### config.mk
export PLATFORM = sky130hd
export DESIGN_NAME = axi4_bram_responder
export DESIGN_NICKNAME = d
export VERILOG_FILES = /design/src/rtl/axi4_bram_responder.sv
export SDC_FILE = /design/constraint.sdc
export NUM_CORES = 1
export LEC_CHECK = 0
export ABC_CLOCK_PERIOD_IN_PS = 15150
export CORE_UTILIZATION = 60
export DETAILED_ROUTE_END_ITERATION = 6
export GPL_TIMING_DRIVEN = 0
export PLACE_DENSITY = 0.88
export SYNTH_ARGS = -nofsm -noshare
export SYNTH_HDL_FRONTEND = slang
export SYNTH_SLANG_ARGS = --single-unit
### constraint.sdc
create_clock -name ACLK -period 15.15 [get_ports ACLK]
set_input_delay 4.545 -clock ACLK [delete_from_list [all_inputs] [get_ports ACLK]]
set_output_delay 4.545 -clock ACLK [all_outputs]
set_load 0.05 [all_outputs]
### src/rtl/axi4_bram_responder.sv
// AXI4 slave over a register-array memory, with independent read and write FSMs.
// Read data follows AR by 1 cycle and BVALID follows the last W beat by 1 cycle; R/B outputs hold while the master stalls.
module axi4_bram_responder #(
  parameter int memWidth      = 8,
  parameter int memDepth      = 32,
  parameter int addressLength = 5
) (
  input  logic                     ACLK,
  input  logic                     ARESET,
  input  logic [3:0]               ARID,
  input  logic [addressLength-1:0] ARADDR,
  input  logic [1:0]               ARBURST,
  input  logic [7:0]               ARLEN,
  input  logic [2:0]               ARSIZE,
  input  logic                     ARVALID,
  output logic                     ARREADY,
  output logic [3:0]               RID,
  output logic [memWidth-1:0]      RDATA,
  output logic [1:0]               RRESP,
  output logic                     RLAST,
  output logic                     RVALID,
  input  logic                     RREADY,
  input  logic [3:0]               AWID,
  input  logic [addressLength-1:0] AWADDR,
  input  logic [1:0]               AWBURST,
  input  logic [7:0]               AWLEN,
  input  logic [2:0]               AWSIZE,
  input  logic                     AWVALID,
  output logic                     AWREADY,
  input  logic [3:0]               WID,
  input  logic [memWidth-1:0]      WDATA,
  input  logic                     WLAST,
  input  logic                     WVALID,
  output logic                     WREADY,
  output logic [3:0]               BID,
  output logic [1:0]               BRESP,
  output logic                     BVALID,
  input  logic                     BREADY
);

  localparam logic [1:0] W_IDLE      = 2'd0;
  localparam logic [1:0] W_DATA      = 2'd1;
  localparam logic [1:0] W_RESP      = 2'd2;
  localparam logic       R_IDLE      = 1'b0;
  localparam logic       R_DATA      = 1'b1;
  localparam logic [1:0] BURST_FIXED = 2'b00;
  localparam logic [1:0] BURST_RSVD  = 2'b11;
  localparam logic [1:0] RESP_OKAY   = 2'b00;
  localparam logic [1:0] RESP_SLVERR = 2'b10;

  logic [memWidth-1:0] mem [memDepth];

  logic [1:0]               w_state;
  logic [3:0]               w_id;
  logic [addressLength-1:0] w_addr;
  logic [7:0]               w_len;
  logic [7:0]               w_cnt;
  logic [1:0]               w_burst;
  logic                     w_err;
  logic                     w_beat;
  logic                     w_last;
  logic                     w_last_bad;
  logic                     mem_we;

  logic                     r_state;
  logic [addressLength-1:0] r_addr;
  logic [addressLength-1:0] r_next;
  logic [7:0]               r_len;
  logic [7:0]               r_cnt;
  logic [1:0]               r_burst;
  logic                     r_err;
  logic                     ar_err;

  logic unused_wid;
  assign unused_wid = ^WID;

  // INCR and WRAP both step by one word; the address width makes 31 -> 0 wrap for free.
  function automatic logic [addressLength-1:0] next_addr(input logic [1:0] burst,
                                                         input logic [addressLength-1:0] addr);
    next_addr = (burst == BURST_FIXED) ? addr : addr + 1'b1;
  endfunction

  assign w_beat     = (w_state == W_DATA) && WVALID && WREADY;
  assign w_last     = (w_cnt == w_len);
  assign w_last_bad = (WLAST != w_last);
  assign mem_we     = w_beat && !w_err;

  assign ar_err = (ARBURST == BURST_RSVD) || (ARSIZE != 3'd0);
  assign r_next = next_addr(r_burst, r_addr);

  always_ff @(posedge ACLK or posedge ARESET) begin
    if (ARESET) begin
      for (int i = 0; i < memDepth; i++) mem[i] <= '0;
    end else if (mem_we) begin
      mem[w_addr] <= WDATA;
    end
  end

  always_ff @(posedge ACLK or posedge ARESET) begin
    if (ARESET) begin
      w_state <= W_IDLE;
      AWREADY <= 1'b1;
      WREADY  <= 1'b0;
      BVALID  <= 1'b0;
      BID     <= '0;
      BRESP   <= '0;
      w_id    <= '0;
      w_addr  <= '0;
      w_len   <= '0;
      w_cnt   <= '0;
      w_burst <= '0;
      w_err   <= 1'b0;
    end else begin
      case (w_state)
        W_IDLE: if (AWVALID && AWREADY) begin
          w_id    <= AWID;
          w_addr  <= AWADDR;
          w_len   <= AWLEN;
          w_burst <= AWBURST;
          w_err   <= (AWBURST == BURST_RSVD) || (AWSIZE != 3'd0);
          w_cnt   <= '0;
          AWREADY <= 1'b0;
          WREADY  <= 1'b1;
          w_state <= W_DATA;
        end
        W_DATA: if (w_beat) begin
          // Beat count alone ends the burst; a misplaced WLAST only poisons the response.
          if (w_last) begin
            WREADY  <= 1'b0;
            BVALID  <= 1'b1;
            BID     <= w_id;
            BRESP   <= (w_err || w_last_bad) ? RESP_SLVERR : RESP_OKAY;
            w_state <= W_RESP;
          end else begin
            w_err  <= w_err | w_last_bad;
            w_addr <= next_addr(w_burst, w_addr);
            w_cnt  <= w_cnt + 8'd1;
          end
        end
        W_RESP: if (BVALID && BREADY) begin
          BVALID  <= 1'b0;
          AWREADY <= 1'b1;
          w_state <= W_IDLE;
        end
        default: begin
          AWREADY <= 1'b1;
          WREADY  <= 1'b0;
          BVALID  <= 1'b0;
          w_state <= W_IDLE;
        end
      endcase
    end
  end

  always_ff @(posedge ACLK or posedge ARESET) begin
    if (ARESET) begin
      r_state <= R_IDLE;
      ARREADY <= 1'b1;
      RVALID  <= 1'b0;
      RLAST   <= 1'b0;
      RDATA   <= '0;
      RID     <= '0;
      RRESP   <= '0;
      r_addr  <= '0;
      r_len   <= '0;
      r_cnt   <= '0;
      r_burst <= '0;
      r_err   <= 1'b0;
    end else if (r_state == R_IDLE) begin
      if (ARVALID && ARREADY) begin
        r_err   <= ar_err;
        r_addr  <= ARADDR;
        r_len   <= ARLEN;
        r_burst <= ARBURST;
        r_cnt   <= '0;
        ARREADY <= 1'b0;
        RVALID  <= 1'b1;
        RID     <= ARID;
        RDATA   <= ar_err ? '0 : mem[ARADDR];
        RRESP   <= ar_err ? RESP_SLVERR : RESP_OKAY;
        RLAST   <= (ARLEN == 8'd0);
        r_state <= R_DATA;
      end
    end else if (RVALID && RREADY) begin
      if (RLAST) begin
        RVALID  <= 1'b0;
        RLAST   <= 1'b0;
        ARREADY <= 1'b1;
        r_state <= R_IDLE;
      end else begin
        // Memory is sampled before any same-edge write lands, so reads see old data.
        r_addr <= r_next;
        r_cnt  <= r_cnt + 8'd1;
        RDATA  <= r_err ? '0 : mem[r_next];
        RLAST  <= ((r_cnt + 8'd1) == r_len);
      end
    end
  end

endmodule

==> flow_summary.ini <==
[critical_path]
reg2reg_depth = 10
cp_slowest_stage_delay_ns = 0.58
crit_top_cell = buf_6
cp.required_ns = 15.54
cp.arrival_ns = 7.66
path_cells = clkdlybuf4s50_1 > buf_6 > buf_6 > buf_2 > mux4_2 > a22oi_1 > a21oi_1 > a2111oi_0 > nand3_1
endpoint_kind = register
r2r-start = r_addr[0]
critical_path.startpoint = ARADDR[1]
cp_slowest_cell = clkdlybuf4s50_1
cp_max_fo = 10
worstSetupPathType = in2reg
r2r_slack_ns = 11.65
cp-start-kind = primary input

[cells_and_area]
area_delta_synth_final_pct = 13.8
final.fill_count = 2353
fin_nets = 1916
post-route-cell-area_mm2 = 0.0230
drive_gt1_share_pct = 29.8
multi_input_area_mm2 = 0.0112
regArea_mm2 = 0.00836
stdcell_count = 2319

[die]
fp-row-count = 66
dieArea_mm2 = 0.0345
die_x_um = 186
start_util_pct = 61.6
ios = 90
coreArea_mm2 = 0.0329
die-height_um = 186

[clock_tree]
cts_tree = done
numCtsBuffers = 39
clockBufferDepth = 3
cts_root_buf = clkbuf_16
insertion_delay_ns = 0.56
clk_pin_slew_ns = 0.06
hold_buffers = 0
cts_resized = 0
htreeDepth = 2
postCtsSetupRepairBufs = 0
cts_sinks = 334

[sta]
max_slew_margin_pct = 17.0
timing.fmax_mhz = 137
finalHoldViolations = 0
finalClockSkew_ns = 0.0211
hold_ws_ns = 0.483
post-route-period-util_pct = 48.0
drv_slew = 0
fin_crit_ns = 7.28
worstMarginPinSlew_ns = 1.23
tns_ns = 0
setup_viol_count_final = 0
rsz0062_at_grt = false

[synth]
ys_types = 74
yosys.area.top_type_share_pct = 41.0
netlist_top_cells_area = dfrtp_1 (41%), mux2_2 (16%), mux4_2 (8.0%)
syn_inst = 1720
synth_largest_area_cell = dfrtp_1
synth-seq-cells = 334
synth-async-reset-ratio_pct = 100
syn_area_mm2 = 0.0203
synth_area_per_cell_um2 = 11.8
synth_top_flop_cell = dfrtp_1
synth-edff-count = 0
yosysSeqAreaShare_pct = 41.3
yosys_warnings = 0

[power]
p_sw_share_pct = 23.2
power_mw = 1.97
seq_power_share_pct = 45.4
p_sw_mw = 0.456
ir_drop_mv = 0.0803
leakage_nw = 9.81
comb_power_share_pct = 4.5
power.share.clock_pct = 50.1
power_density_mw_per_mm2 = 85.3
internal-power_mw = 1.51

[drt]
wirelength_mm = 69.3
drt-wirelength-per-cell_um = 29.9
via_per_inst = 7.27
via_count = 16858
firstDrtPassIters = 7
drt_iter0_markers = 2314
route.antenna.remaining_nets = 0
drc = 12

[worst_hold_path]
min_path_cells = 2
holdCritPathClass = reg2reg
hp-start = RID[2]

[global_routing]
grt_max_degree = 120
grt_pass1_wl_mm = 104
grtUsageTotal_pct = 41.1
antenna_found_initial = 3
grt_pass1_vias = 16931
overflow = 0

[place]
post-dp-hpwl_mm = 47.7
gp_congestion = 1.06
placedCellCount = 2246
postPlaceCellArea_mm2 = 0.0217
io_buffers = 80

[outcome]
violations = DRC
status = complete, but fails checks

[job]
cap_violations = 0
## cell families (layout without fill, tap and decap cells)
family          count (synthesis)  in the layout  synth area share (%)
mux                           530            530                  33.6
simple gates                  352            352                  9.16
flops                         334            334                  41.3
compound gates                319            319                  10.6
buf+inv                       149            303                  3.63
xor+xnor                       28             28                  1.28
fa+ha+maj                       7              7                 0.432
other cells                     1              4                0.0185
## flip-flops by register name, summed over array words and instances (netlist names), 5 cells and up
register,count
RDATA,8
mem,256
r_addr,5
r_cnt,8
r_len,8
w_addr,5
w_cnt,8
w_len,8
## final cells by class
class                   instances  area share, %
diodes                          2         0.0217
clock inverters                17          0.939
flip-flops and latches        334           36.3
multi-input cells            1238           48.4
clock buffers                  54           4.88
repair buffers                 83           3.83
plain buffers                 139           3.03
inverters                      10          0.195
well taps                     442           2.40
## routing by layer
metal | GRT usage, % | part of all wire, % | vias up
met5 | 0.296 | 0.029 | -
met4 | 26.8 | 7.9 | 4
met3 | 12.5 | 13 | 431
met2 | 61.0 | 43 | 1396
met1 | 52.0 | 36 | 8257
li1 | - | - | 6770
## final timing paths
check,end
max reg2reg,RDATA[3]
max in group asynchronous,ARREADY
min,RID[2]
min reg2reg,RID[2]
min in group asynchronous,w_len[1]
max,RDATA[3]
## cell usage in the layout, fill, tap and decap left out, types with 6 or more instances in the layout
| cell type | instances |
|---|---|
| a2111oi_0 | 17 |
| a21oi_1 | 94 |
| a22o_1 | 17 |
| a22oi_1 | 87 |
| a31oi_1 | 22 |
| buf_2 | 50 |
| buf_4 | 12 |
| buf_6 | 9 |
| clkbuf_1 | 71 |
| clkbuf_16 | 40 |
| clkbuf_8 | 7 |
| clkdlybuf4s50_1 | 80 |
| clkinv_2 | 6 |
| dfrtp_1 | 332 |
| ha_1 | 7 |
| inv_1 | 8 |
| mux2_2 | 290 |
| mux2i_1 | 154 |
| mux4_1 | 14 |
| mux4_2 | 72 |
| nand2_1 | 146 |
| nand2b_1 | 8 |
| nand3_1 | 36 |
| nand4_1 | 6 |
| nor2_1 | 43 |
| nor2_2 | 8 |
| nor2_4 | 27 |
| nor2b_1 | 6 |
| nor3_1 | 31 |
| o21ai_0 | 27 |
| o22ai_1 | 11 |
| o41ai_1 | 7 |
| xnor2_1 | 20 |
| xor2_1 | 6 |
## metrics by stage
stage | setup WS, ns | utilization [%]
finish | 7.87 | 70.1
global route | 7.93 | 70.1
CTS | 8.05 | 70.1
detailed placement | 7.62 | 66.0
global placement | -2.38 | 65.8
floorplan | 1.36 | -
## synthesized netlist by cell type (all sizes together) (33+ instances only)
| cell type | count |
|---|---|
| nor2 | 78 |
| a22oi | 87 |
| a21oi | 94 |
| clkbuf | 65 |
| nor3 | 33 |
| nand2 | 151 |
| mux2i | 154 |
| nand3 | 36 |
| dfrtp | 332 |
| mux4 | 86 |
| mux2 | 290 |
| buf | 74 |
## power by group through the flow
stage | sequential [mW] | combinational, mW | clock, mW
5_1_grt | 0.892 | 0.0925 | 1.02
2_1_floorplan | 0.909 | 0.0412 | 0
4_1_cts | 0.893 | 0.0856 | 0.988
3_3_place_gp | 0.909 | 0.0809 | 0
3_5_place_dp | 0.909 | 0.0853 | 0
6_report | 0.892 | 0.0881 | 0.986
## critical path: cells and delay by family
kind            cells  cell delay [ns]
buf+inv             4             1.44
mux                 1             0.41
compound gates      3             1.10
simple gates        1             0.15
No activity file was read; power rests on OpenSTA's default activity.
